$ cat src/rtl/sprite_motion_ctrl_if.sv
// Button inputs and position/status outputs of the sprite motion controller.
interface sprite_motion_ctrl_if #(
  parameter int COORD_W = 11
);
  logic               up;
  logic               down;
  logic               left;
  logic               right;
  logic [COORD_W-1:0] x;
  logic [COORD_W-1:0] y;
  logic               moving;
  logic               fast;
  logic               tick;

  modport master (
    output up, down, left, right,
    input  x, y, moving, fast, tick
  );

  modport slave (
    input  up, down, left, right,
    output x, y, moving, fast, tick
  );
endinterface

$ cat src/rtl/sprite_motion_ctrl.sv
// Tick-driven box position controller with diagonal moves and hold-to-accelerate.
// Define SPRITE_WRAP_EN to wrap at screen edges instead of clamping.
module sprite_motion_ctrl #(
  parameter int COORD_W     = 11,
  parameter int TICK_DIV    = 1666666,
  parameter int SCREEN_W    = 640,
  parameter int SCREEN_H    = 480,
  parameter int BOX_W       = 32,
  parameter int BOX_H       = 32,
  parameter int STEP        = 2,
  parameter int ACCEL_TICKS = 30,
  parameter int X_INIT      = 200,
  parameter int Y_INIT      = 100
) (
  input  logic                 clk,
  input  logic                 rst_n,
  sprite_motion_ctrl_if.slave  bus
);
  localparam int TW = (TICK_DIV > 1) ? $clog2(TICK_DIV) : 1;
  localparam int HW = $clog2(ACCEL_TICKS + 1);
  localparam int AW = COORD_W + 1;

  localparam logic [TW-1:0] TICK_LAST = TW'(TICK_DIV - 1);
  localparam logic [HW-1:0] HOLD_MAX  = HW'(ACCEL_TICKS);
  localparam logic [HW-1:0] HOLD_ONE  = HW'(1);
  localparam logic [AW-1:0] XMAX      = AW'(SCREEN_W - BOX_W);
  localparam logic [AW-1:0] YMAX      = AW'(SCREEN_H - BOX_H);
  localparam logic [AW-1:0] STEP_N    = AW'(STEP);
  localparam logic [AW-1:0] STEP_F    = AW'(2 * STEP);

  localparam logic [1:0] S_IDLE = 2'd0;
  localparam logic [1:0] S_MOVE = 2'd1;
  localparam logic [1:0] S_FAST = 2'd2;

  logic [3:0]         sync1_q, sync2_q, prev_q, prev_d;
  logic [TW-1:0]      tcnt_q, tcnt_d;
  logic [HW-1:0]      hold_q, hold_d, hold_inc;
  logic [1:0]         state_q, state_d;
  logic [COORD_W-1:0] x_q, x_d, y_q, y_d;
  logic               moving_q, fast_q;
  logic               tick, xpos, xneg, ypos, yneg;
  logic               any_move, same, idle;
  logic [AW-1:0]      step, x_n, y_n;
  logic [3:0]         dir;

  assign dir    = sync2_q;
  assign tick   = (tcnt_q == TICK_LAST);
  assign tcnt_d = tick ? '0 : tcnt_q + TW'(1);

  assign xpos = dir[3] & ~dir[2];
  assign xneg = dir[2] & ~dir[3];
  assign ypos = dir[1] & ~dir[0];
  assign yneg = dir[0] & ~dir[1];

  assign any_move = xpos | xneg | ypos | yneg;
  assign same     = (dir == prev_q);
  assign idle     = (state_q == S_IDLE);
  assign hold_inc = (hold_q == HOLD_MAX) ? hold_q : hold_q + HW'(1);

  always_comb begin
    state_d = state_q;
    hold_d  = hold_q;
    prev_d  = prev_q;
    unique case (1'b1)
      !tick: ;
      tick && !any_move: begin
        state_d = S_IDLE;
        hold_d  = '0;
      end
      tick && any_move && (idle || !same): begin
        state_d = S_MOVE;
        hold_d  = HOLD_ONE;
        prev_d  = dir;
      end
      tick && any_move && !idle && same: begin
        if (state_q != S_FAST) begin
          hold_d  = hold_inc;
          state_d = (hold_inc == HOLD_MAX) ? S_FAST : S_MOVE;
        end
      end
    endcase
  end

  // A direction change drops back to normal speed on that same tick.
  assign step = (state_q == S_FAST && same) ? STEP_F : STEP_N;

  function automatic logic [AW-1:0] nxt(
    input logic [AW-1:0] p,
    input logic          pos,
    input logic          neg,
    input logic [AW-1:0] s,
    input logic [AW-1:0] mx
  );
    logic [AW-1:0] r;
    r = p;
    if (pos) begin
      r = p + s;
      if (r > mx) begin
`ifdef SPRITE_WRAP_EN
        r = r - (mx + AW'(1));
`else
        r = mx;
`endif
      end
    end else if (neg) begin
      if (p < s) begin
`ifdef SPRITE_WRAP_EN
        r = p + (mx + AW'(1)) - s;
`else
        r = '0;
`endif
      end else begin
        r = p - s;
      end
    end
    return r;
  endfunction

  assign x_n = nxt({1'b0, x_q}, xpos, xneg, step, XMAX);
  assign y_n = nxt({1'b0, y_q}, ypos, yneg, step, YMAX);
  assign x_d = tick ? x_n[COORD_W-1:0] : x_q;
  assign y_d = tick ? y_n[COORD_W-1:0] : y_q;

  always_ff @(posedge clk or negedge rst_n) begin
    if (!rst_n) begin
      sync1_q  <= '0;
      sync2_q  <= '0;
      prev_q   <= '0;
      tcnt_q   <= '0;
      hold_q   <= '0;
      state_q  <= S_IDLE;
      x_q      <= COORD_W'(X_INIT);
      y_q      <= COORD_W'(Y_INIT);
      moving_q <= 1'b0;
      fast_q   <= 1'b0;
    end else begin
      sync1_q  <= {bus.right, bus.left, bus.down, bus.up};
      sync2_q  <= sync1_q;
      prev_q   <= prev_d;
      tcnt_q   <= tcnt_d;
      hold_q   <= hold_d;
      state_q  <= state_d;
      x_q      <= x_d;
      y_q      <= y_d;
      moving_q <= (state_d != S_IDLE);
      fast_q   <= (state_d == S_FAST);
    end
  end

  assign bus.x      = x_q;
  assign bus.y      = y_q;
  assign bus.moving = moving_q;
  assign bus.fast   = fast_q;
  assign bus.tick   = tick;
endmodule
$ cat src/flat_wrapper.sv
// flat-port wrapper written by rule: the top's interface ports become plain ports
module sprite_motion_ctrl_flat 
#(
  parameter int COORD_W     = 11,
  parameter int TICK_DIV    = 1666666,
  parameter int SCREEN_W    = 640,
  parameter int SCREEN_H    = 480,
  parameter int BOX_W       = 32,
  parameter int BOX_H       = 32,
  parameter int STEP        = 2,
  parameter int ACCEL_TICKS = 30,
  parameter int X_INIT      = 200,
  parameter int Y_INIT      = 100
)
  (clk, rst_n, bus_up, bus_down, bus_left, bus_right, bus_x, bus_y, bus_moving, bus_fast, bus_tick);
  sprite_motion_ctrl_if #(.COORD_W(COORD_W)) bus_i ();
  input  logic clk;
  input  logic rst_n;
  input wire logic [$bits(bus_i.up)-1:0] bus_up;
  input wire logic [$bits(bus_i.down)-1:0] bus_down;
  input wire logic [$bits(bus_i.left)-1:0] bus_left;
  input wire logic [$bits(bus_i.right)-1:0] bus_right;
  output wire logic [$bits(bus_i.x)-1:0] bus_x;
  output wire logic [$bits(bus_i.y)-1:0] bus_y;
  output wire logic [$bits(bus_i.moving)-1:0] bus_moving;
  output wire logic [$bits(bus_i.fast)-1:0] bus_fast;
  output wire logic [$bits(bus_i.tick)-1:0] bus_tick;
  assign bus_i.up = bus_up;
  assign bus_i.down = bus_down;
  assign bus_i.left = bus_left;
  assign bus_i.right = bus_right;
  assign bus_x = bus_i.x;
  assign bus_y = bus_i.y;
  assign bus_moving = bus_i.moving;
  assign bus_fast = bus_i.fast;
  assign bus_tick = bus_i.tick;
  sprite_motion_ctrl #(.COORD_W(COORD_W), .TICK_DIV(TICK_DIV), .SCREEN_W(SCREEN_W), .SCREEN_H(SCREEN_H), .BOX_W(BOX_W), .BOX_H(BOX_H), .STEP(STEP), .ACCEL_TICKS(ACCEL_TICKS), .X_INIT(X_INIT), .Y_INIT(Y_INIT)) u_core (.clk(clk), .rst_n(rst_n), .bus(bus_i));
endmodule
$ cat config.mk
export PLATFORM = sky130hd
export DESIGN_NAME = sprite_motion_ctrl_flat
export DESIGN_NICKNAME = d
export VERILOG_FILES = /design/src/rtl/sprite_motion_ctrl_if.sv /design/src/rtl/sprite_motion_ctrl.sv /design/src/flat_wrapper.sv
export SDC_FILE = /design/constraint.sdc
export NUM_CORES = 1
export LEC_CHECK = 0
export ABC_AREA = 1
export ABC_CLOCK_PERIOD_IN_PS = 4970
export BUFFER_PORTS_ARGS = -buffer_cell sky130_fd_sc_hd__buf_2
export CAP_MARGIN = 20
export CORE_ASPECT_RATIO = 1.4
export CORE_MARGIN = 4
export CORE_UTILIZATION = 49
export DETAILED_ROUTE_END_ITERATION = 6
export GPL_TIMING_DRIVEN = 0
export PLACE_DENSITY_LB_ADDON = 0.2
export RECOVER_POWER = 100
export SYNTH_ARGS = -nofsm -noshare
export SYNTH_HDL_FRONTEND = slang
export SYNTH_SLANG_ARGS = --single-unit
$ cat constraint.sdc
create_clock -name clk -period 4.97 [get_ports clk]
set_clock_uncertainty 0.05 [all_clocks]
set_input_delay 1.491 -clock clk [delete_from_list [all_inputs] [get_ports clk]]
set_output_delay 1.491 -clock clk [all_outputs]
set_load 0.01 [all_outputs]
Word level (Yosys, flattened, before mapping) --
Index checks and enable logic that the tools add are counted.
Word-level totals: input bits 6, flip-flop bits (word level) 64
Cells by class: magnitude comparators 4, bitwise gates (word level) 11, add/subtract/negate cells 6, multiplexer cells 16, reductions and logical operators 18, eq/ne operators 8
Operators with widths (count):
- two-way mux 11 bit | 8
- adder 11 x 3 -> 12 bit | 2
- < comparator 11 x 12 -> 1 bit | 2
- subtractor 11 bit | 2
- adder 21 x 1 -> 21 bit, second input constant | 1
- equality test 21 bit, second input constant | 1
- two-way mux 21 bit | 1
- one-hot mux 5 bit (3 select lines) | 1
- greater-than comparator 12 x 10 -> 1 bit, second input constant | 1
- greater-than comparator 12 x 9 -> 1 bit, second input constant | 1
- equality test 5 bit, second input constant | 2
- two-way mux 5 bit | 2
- logical AND 1 bit | 6
- one-hot mux 2 bit (3 select lines) | 1
- AND reduction 2 bit | 3
- nonzero test 2 bit | 3
- adder 5 x 1 -> 5 bit, second input constant | 1
- AND 1 bit | 4
- equality test 2 bit, second input constant | 2
- equality test 4 bit | 1
- two-way mux 2 bit | 2
- inequality test 2 bit, second input constant | 2
- NOT 1 bit | 4
- zero test 1 bit | 3
- other kinds (5) | 7

Depth between registers and ports, before layout --
Gate-level depths: netlist of run 1.
depth in word-level cells 10, mapped depth 19, depth with buffers taken out 19

Worst setup path before layout of run 1 --
OpenSTA, ideal clock, no wires.
path kind reg-to-reg, start point register u_core.state_q[0], end point register u_core.x_q[5], in the netlist u_core.bus.x[5], stages on the path, launching flop included 14, data arrival time 2665 ps, setup slack 2131 ps, required time 4796 ps, path buffers 0, period minus slack after synthesis 2839 ps, cell sequence dfrtp_1 -> or2_2 -> nor2_1 -> inv_1 -> ha_1 -> fa_1 -> inv_1 -> nor2_1 -> a21oi_1 -> nor2_1 -> nor2_4 -> nand2_1 -> nand3_1 -> a21boi_1
On the way: cells in the longest elaborated chain, start to end 7, elaborated cells on any way between the ends 11, classes of those cells 2 x add/sub; 2 x order compare; 1 x eq/ne; 5 x mux; 1 x reduce/logical
RTL lines:
- from (decl) | line sprite_motion_ctrl.sv:38 | logic [1:0] state_q, state_d;
- from (signal assigned) | line sprite_motion_ctrl.sv:142 | state_q <= state_d;
- equality test 2 bit * | line sprite_motion_ctrl.sv:85 | assign step = (state_q == S_FAST && same) ? STEP_F : STEP_N;
- logical AND 1 bit * | line sprite_motion_ctrl.sv:85
- two-way mux 3 bit * | line sprite_motion_ctrl.sv:85
- adder 11 x 3 -> 12 bit, or another cell as far along | line sprite_motion_ctrl.sv:97 | r = p + s;
- greater-than comparator 12 x 10 -> 1 bit / two-way mux 11 bit (equally long branches) | line sprite_motion_ctrl.sv:98, sprite_motion_ctrl.sv:106
- two-way mux 11 bit (on tied branches) | line sprite_motion_ctrl.sv:98, sprite_motion_ctrl.sv:105
- two-way mux 11 bit * | line sprite_motion_ctrl.sv:96 | if (pos) begin
- to (signal assigned) | line sprite_motion_ctrl.sv:132 | x_q <= COORD_W'(X_INIT);
- to (decl) | line sprite_motion_ctrl.sv:39 | logic [COORD_W-1:0] x_q, x_d, y_q, y_d;
Every way passes the cells marked *; elsewhere a longest branch is shown, timed or not. The select of a mux whose other input is x is not followed. A chain may end at the register's enable or synchronous reset.

Worst setup path in the final report of run 1 --
start point register u_core.prev_q[0], end point register u_core.x_q[5], in the netlist u_core.bus.x[5]
On the way: cells in the longest elaborated chain, start to end 7, elaborated cells on any way between the ends 11, classes of those cells 2 x add/sub; 2 x order compare; 1 x eq/ne; 5 x mux; 1 x reduce/logical
RTL lines:
- from (decl) | line sprite_motion_ctrl.sv:35 | logic [3:0] sync1_q, sync2_q, prev_q, prev_d;
- from (signal assigned) | line sprite_motion_ctrl.sv:139 | prev_q <= prev_d;
- equality test 4 bit * | line sprite_motion_ctrl.sv:56 | assign same = (dir == prev_q);
- logical AND 1 bit * | line sprite_motion_ctrl.sv:85
- two-way mux 3 bit * | line sprite_motion_ctrl.sv:85
- adder 11 x 3 -> 12 bit, or another cell as far along | line sprite_motion_ctrl.sv:97
- greater-than comparator 12 x 10 -> 1 bit / two-way mux 11 bit (equally long branches) | line sprite_motion_ctrl.sv:98, sprite_motion_ctrl.sv:106
- two-way mux 11 bit (on tied branches) | line sprite_motion_ctrl.sv:98, sprite_motion_ctrl.sv:105
- two-way mux 11 bit * | line sprite_motion_ctrl.sv:96
Marked as above.

==> results of run 1 <==
-- stage by stage --
stage          std cells  power [W]  setup WS [ns]
2_1_floorplan        574   0.000532           2.13
3_3_place_gp         704   0.000547           1.49
3_5_place_dp         705   0.000549           1.50
4_1_cts              721    0.00126           1.50
5_1_grt              721    0.00129          0.909
6_report             721    0.00124           1.23
-- sequential cells by signal, indices dropped and copies added, names as in the netlist --
signal / count
u_core.sync1_q: 4
u_core.bus.moving: 1
u_core.bus.x: 10
u_core.state_q: 2
u_core.bus.y: 10
u_core.dir: 4
u_core.hold_q: 5
u_core.tcnt_q: 21
u_core.bus.fast: 1
u_core.prev_q: 4
-- worst reg2reg max path: cells and delay by family, from the launching register on --
kind / cells / cell delay [ns]
flops: 1 / 0.39
buf+inv: 2 / 0.47
fa+ha+maj: 2 / 0.83
compound gates: 2 / 0.25
xor+xnor: 1 / 0.19
simple gates: 7 / 1.43
-- metal layers --
metal / vias up / part of all wire, % / track usage, %
met1: 1730 / 43 / 23.3
met2: 82 / 50 / 33.3
met3: 28 / 3.8 / 3.22
met5: - / 0 / 0
li1: 1896 / - / -
met4: 0 / 3.3 / 11.2
-- where the power goes --
part / internal [W] / switching (W) / total [W] / leakage [nW]
clock network: 0.000479 / 0.000225 / 0.000704 / 0.166
registers: 0.000509 / 0.00000224 / 0.000511 / 0.813
logic: 0.00000805 / 0.0000202 / 0.0000283 / 1.52
total: 0.000996 / 0.000247 / 0.00124 / 2.50
-- cells in the mapped netlist (2+ instances only) --
| cell | n |
|---|---|
| a21boi_1 | 6 |
| a21oi_1 | 28 |
| buf_2 | 2 |
| buf_4 | 4 |
| dfrtp_1 | 56 |
| dfstp_2 | 6 |
| fa_1 | 4 |
| ha_1 | 15 |
| inv_1 | 86 |
| inv_2 | 4 |
| nand2_1 | 134 |
| nand2_2 | 3 |
| nand2_4 | 2 |
| nand3_1 | 54 |
| nand3b_1 | 3 |
| nand4_1 | 11 |
| nor2_1 | 64 |
| nor2_2 | 3 |
| nor2_4 | 4 |
| nor3_1 | 10 |
| nor3_2 | 2 |
| nor4_1 | 3 |
| o21ai_0 | 11 |
| o21ai_1 | 3 |
| o21bai_1 | 3 |
| or2_2 | 2 |
| xnor2_1 | 11 |
| xor2_1 | 22 |
-- kinds of logic after synthesis --
kind of cell,Yosys count
fa+ha+maj,19
xor+xnor,33
other cells,1
compound gates,58
buf+inv,99
flops,62
simple gates,301
-- cells in the final DEF, fill, tap and decap left out, drive strengths merged, types with 12 or more instances in the layout --
master	count
nand2	139
o21ai	15
ha	15
inv	90
nand3	55
xor2	22
nand4	12
buf	17
dfrtp	56
a21oi	28
nor2	71
nor3	12
clkbuf	32
-- worst max path at each step --
stage / start / end / slack (ns) / depth (start not counted)
3_5_place_dp: u_core.dir[0] / u_core.bus.x[5] / 1.50 / 14
2_1_floorplan: u_core.state_q[0] / u_core.bus.x[5] / 2.13 / 13
5_1_grt: u_core.dir[1] / u_core.bus.x[5] / 0.91 / 14
3_3_place_gp: u_core.dir[3] / u_core.bus.x[5] / 1.49 / 14
4_1_cts: u_core.dir[0] / u_core.bus.x[5] / 1.50 / 14
6_report: u_core.prev_q[0] / u_core.bus.x[5] / 1.23 / 14
-- cell type report --
class,instances,area share (%)
repair buffers,29,2.85
clock inverters,3,1.36
clock buffers,13,5.64
well taps,102,2.66
multi-input cells,413,46.6
inverters,92,7.26
plain buffers,7,1.07
flip-flops and latches,62,32.5
==> results by group, run 1 <==
GRT
  • Largest net degree at the start of global routing: 41
  • Initial antenna violation count: 0
  • Total GRT Usage: 19.8%
  • Grt total ovfl: 0
  • Number of global-route vias before repair: 3607
  • First-pass GRT wire length: 16200 um

Clocking
  • Skew-Pair Late Insertion Delay: 0.33 ns
  • # H-tree levels: 3
  • PostCTS Resize Cnt: 0
  • Hold_buf cts: 0
  • Root Buffer Master: clkbuf_16
  • CTS clk-pin slew, worst paths: 0.05 ns
  • TritonCTS clock tree: yes
  • Post-CTS setup buffers: 0
  • Num Clock Sinks: 62
  • Clock tree buffer depth: 2
  • TritonCTS buffer count: 9

Place
  • Post-DP HPWL: 7000 um
  • Final RePlAce weighted congestion: 0.901
  • Placed Area: 4530 um^2
  • PortBufs: 28

Cells and area
  • Post-route cell area: 4790 um^2
  • Share of cells above drive strength 1: 8.40%
  • Filler cell count: 785
  • Nets: 639
  • Post-layout util: 57.7%
  • Footprint of the multi-input gates: 2230 um^2
  • FF/Latch Area: 1560 um^2
  • Area delta synth->final: 13.1%
  • N_diodes: 0

Setup path
  • Largest delay share family, worst path: simple AND/OR/NAND/NOR gates
  • Crit-path max FO: 10
  • CP max stage delay: 0.50 ns
  • Critical path arrival: 3.89 ns
  • CP Class: flip-flop to flip-flop
  • Critical path's most frequent cell: nor2_1
  • Worst reg-to-reg setup slack: 1.23 ns
  • CP Data Required Time: 5.12 ns
  • CP max-delay cell: fa_1
  • Startpoint types: flip-flop
  • CP bufs+invs: 2
  • Reg2reg start: u_core.prev_q[0]
  • Critical Path End Type: flip-flop
  • FF-to-FF path depth: 14
  • Crit-path cells: xnor2_1, nand4_1, nor2_1, inv_1, ha_1, fa_1, inv_1, nor2_1, a21oi_1, nor2_1, nor2_1, nand2_1, nand3_1, a21boi_0
  • Reg2reg end: u_core.bus.x[5]

Logic synthesis
  • Multiplexer share of the synthesized area: 0%
  • Prevailing post-synth register cell: dfrtp_1
  • Synth Area in Simple Gates: 32.6%
  • Top post-synthesis cells by area: dfrtp_1 (33%), nand2_1 (12%), inv_1 (7.6%)
  • Synth Area in Adders: 6.32%
  • Yosys warning total: 0
  • EDFF count, synth: 0
  • Largest family of logic cells by synthesized area: simple AND/OR/NAND/NOR gates
  • Sequential cell area fraction in the yosys report: 36.8%
  • Asr flop ratio synth: 100%
  • Compound-Gate Fraction of Synth Area: 7.89%
  • Yosys top cell area share: 33.1%
  • Cell variety after synth: 45
  • Post-Synth XOR/XNOR Area: 6.83%
  • Synth Instances: 573
  • Avg Inst Size Synth: 7.39 um^2
  • #FFs+latches synth: 62
  • Cell taking the most area after synthesis: dfrtp_1
  • Post-synthesis cell area: 4230 um^2

Die
  • Std cell rows: 39
  • I/O pins: 31
  • Core area: 8300 um^2
  • Total Die Area: 10200 um^2
  • Chip Width: 86.6 um
  • Initial Utilization: 51.0%
  • DIE HEIGHT: 118 um

STA
  • RSZ-0062 raised after global routing: no
  • Slew Limit Fails: 0
  • Post-route minimum period: 3.74 ns
  • Worst rel slew slack: 10.3%
  • Setup_tns: 0 ns
  • Slew @ Worst Pin: 1.34 ns
  • # setup viols final: 0
  • Crit share post-route: 75.3%
  • Final Hold Vio Count: 0
  • Fin Hold WS: 0.296 ns
  • Fmax: 267 MHz

Power and ir drop
  • Leak pwr: 2.50 nW
  • PwrDens: 260 nW/um^2
  • Max VDD drop: 245 uV

Min path
  • Hold Path End: u_core.dir[2]
  • Hold WC Path Type: flip-flop to flip-flop
  • Hold Path Depth: 0
  • Hold path startpoint: u_core.sync1_q[2]

Route
  • DRT iter0 DRCs: 162
  • WL per Instance: 13.2 um
  • Vias post-DR: 3736
  • Remaining DRCs: 0
  • Antenna-violating nets left: 0
  • TritonRoute pass-1 iters: 6
  • Total Routed Length: 9490 um
  • Vias/cell: 5.18

Run status
  • Outcome: finished clean

Job
  • Max cap viols: 0
(Power assumes the default switching activity.)
==> inputs of run 2 (changes only) <==
Settings changed: ABC_AREA 1 to 0, ABC_CLOCK_PERIOD_IN_PS 4970 to 3050.
Clock period 4.97 ns to 3.05 ns, I/O delays scaled along.
==> results by group, run 2 <==
Logic synthesis
  • Yosys warning total: 0
  • Avg Inst Size Synth: 8.80 um^2
  • Asr flop ratio synth: 100%
  • EDFF count, synth: 0
  • Top post-synthesis cells by area: dfrtp_1 (34%), nor2_1 (4.7%), ha_1 (4.6%)
  • Cell variety after synth: 68
  • Cell taking the most area after synthesis: dfrtp_1
  • Synth Instances: 462
  • #FFs+latches synth: 62
  • Prevailing post-synth register cell: dfrtp_1
  • Yosys top cell area share: 34.5%
  • Sequential cell area fraction in the yosys report: 38.4%
  • Post-synthesis cell area: 4070 um^2
  • Dominant cell by count in the synthesized netlist: dfrtp_1
  • Leading cell types by count after synthesis: dfrtp_1 (56), nor2_1 (51), o21ai_0 (35), nand2_1 (32), nand3_1 (28)

Job
  • Max cap viols: 1

Setup path
  • CP max stage delay: 0.38 ns
  • Critical Path End Type: flip-flop
  • Startpoint types: flip-flop
  • Critical path arrival: 3.41 ns
  • CP max-delay cell: dfrtp_1
  • Crit-path cells: xor2_1, nor4_4, nand2b_4, buf_4, fa_2, and4b_2, and3_1, o21ai_1, a21oi_2, buf_4, o32a_1, nor2_1, mux2_2
  • CP Class: flip-flop to flip-flop
  • Critical path's most frequent cell: buf_4
  • CP Data Required Time: 3.22 ns
  • Crit-path max FO: 6

STA
  • Fin Hold WS: 0.295 ns
  • Fmax: 309 MHz
  • Final Hold Vio Count: 0
  • Slew Limit Fails: 63
  • Post-route minimum period: 3.24 ns
  • Crit share post-route: 106%
  • Setup WS post-layout: -0.190 ns
  • Slew @ Worst Pin: 1.56 ns
  • Worst rel slew slack: -4.14%
  • RSZ-0062 raised after global routing: yes
  • # setup viols final: 13

Power and ir drop
  • Leak pwr: 2.17 nW
  • Final Total Pwr: 0.00209 W
  • Max VDD drop: 552 uV
  • PwrDens: 411 nW/um^2

Die
  • Total Die Area: 9840 um^2
  • DIE HEIGHT: 116 um
  • Std cell rows: 39
  • Core area: 8150 um^2
  • Initial Utilization: 49.9%
  • Chip Width: 85.0 um
  • I/O pins: 31

Clocking
  • Clock tree buffer depth: 2
  • CTS clk-pin slew, worst paths: 0.06 ns
  • TritonCTS clock tree: yes
  • # H-tree levels: 3
  • Skew-Pair Late Insertion Delay: 0.33 ns
  • Root Buffer Master: clkbuf_16
  • Num Clock Sinks: 62
  • TritonCTS buffer count: 9

Cells and area
  • Commonest non-fill, non-tap cell in the layout: dfrtp_1
  • N_diodes: 0
  • Nets: 550
  • Largest reg by FF count: u_core.tcnt_q
  • Share of cells above drive strength 1: 22.6%
  • Filler cell count: 685
  • Commonest cells after routing, fill and taps aside: dfrtp_1 (56), nor2_1 (51), nand2_1 (30), buf_4 (30)
  • Area delta synth->final: 25.3%
  • Max FFs per register: 21

Min path
  • Hold WC Path Type: flip-flop to flip-flop

Route
  • Vias/cell: 5.97
  • Remaining DRCs: 0
  • Total Routed Length: 10400 um
  • DRT iter0 DRCs: 262
  • Vias post-DR: 3772
  • WL per Instance: 16.4 um
  • TritonRoute pass-1 iters: 5
  • Antenna-violating nets left: 0

GRT
  • Grt total ovfl: 0
  • Most used routing layer: met2
  • GR Layer Usage met2: 36.6%
  • Largest net degree at the start of global routing: 63
  • First-pass GRT wire length: 17000 um
  • Number of global-route vias before repair: 3629
  • GR Util met1: 26.5%
  • M3 GR Usage: 3.63%
  • Initial antenna violation count: 0
  • Total GRT Usage: 21.3%

Run status
  • Outcome: finished, violations left
  • Failing checks: capacitance limit, slew limit, setup timing

Place
  • Post-DP HPWL: 6660 um
  • PortBufs: 28
  • Final RePlAce weighted congestion: 0.920
## run 2: changes by cell type after synthesis, sizes merged, moves of 11 or more
cell    change
nand2     -107
clkbuf     +11
o21ai      +20
nor2       -19
nand3      -26
inv        -69
## run 2: final cells by class
class                   instances  area, um^2  share of cell area (%)
flip-flops and latches         62        1560                    30.6
clock inverters                 6         109                    2.14
multi-input cells             354        2550                    50.1
inverters                      22        82.6                    1.62
clock buffers                  10         239                    4.69
repair buffers                 54         314                    6.17
plain buffers                  22         113                    2.21
well taps                     102         128                    2.51
## run 2: per-layer routing
layer	share of wire, %	up-vias	routed length, um
met2	51	144	5270
met4	2.7	0	278
met5	0	-	0
li1	-	1772	-
met1	42	1822	4330
met3	4.9	34	512
## run 2: timing repair
| action | 4_1_cts | 5_1_grt |
|---|---|---|
| pin swaps | 8 | 12 |
| gates resized for setup | 15 | 32 |
| endpoints found under the setup margin | 19 | 18 |
| setup buffers | 15 | 11 |
| hold buffers | 0 | 0 |
| hold endpoints to repair | 0 | 0 |
## run 2: worst paths after layout
| path | startpoint | to | slack [ns] | cells past startpoint |
|---|---|---|---|---|
| max | u_core.prev_q[3] | u_core.bus.y[3] | -0.19 | 13 |
| min | u_core.sync1_q[1] | u_core.dir[1] | 0.30 | 0 |
| max reg2reg | u_core.prev_q[3] | u_core.bus.y[3] | -0.19 | 13 |
| min reg2reg | u_core.sync1_q[1] | u_core.dir[1] | 0.30 | 0 |
| max in group asynchronous | rst_n | u_core.prev_q[2] | 1.09 | 1 |
| min in group asynchronous | rst_n | u_core.bus.x[10] | 0.90 | 1 |
## run 2: critical path, delay by kind of cell (launching register included)
kind / cells / cell delay [ns]
AOI/OAI and AO/OA: 3 / 0.44
muxes: 1 / 0.27
and+or+nand+nor: 5 / 1.09
DFF: 1 / 0.38
xor gates and xnor gates: 1 / 0.19
adders and majority gates: 1 / 0.36
buffers and inverters: 2 / 0.35
## run 2: power breakdown
group          internal (W)  switching (W)
Clock              0.000818       0.000384
Sequential         0.000829     0.00000337
Combinational     0.0000175      0.0000405
Total               0.00166       0.000428
## run 2: cell families (layout without fill, tap and decap cells)
group,after synthesis,in the layout,synth area share [%]
flops,62,62,38.4
fa+ha+maj,19,19,6.59
mux,6,6,1.57
buf+inv,47,114,5.11
other cells,1,2,0.0922
xor+xnor,25,25,5.39
compound gates,111,111,18.4
simple gates,191,191,24.5
## run 2: through the flow
step / setup TNS (ns) / instance area, um^2 / cells / utilization [%] / worst slack, ns
final: -1.60 / 5090 / 632 / 62.5 / -0.190
after global routing: -4.94 / 5090 / 632 / 62.5 / -0.351
after CTS: -1.59 / 4920 / 622 / 60.3 / -0.231
after global placement: -6.85 / 4400 / 593 / 54.0 / -0.608
after floorplan: -0.620 / 4130 / 463 / - / -0.157
after detailed placement: -7.72 / 4400 / 593 / 54.0 / -0.676
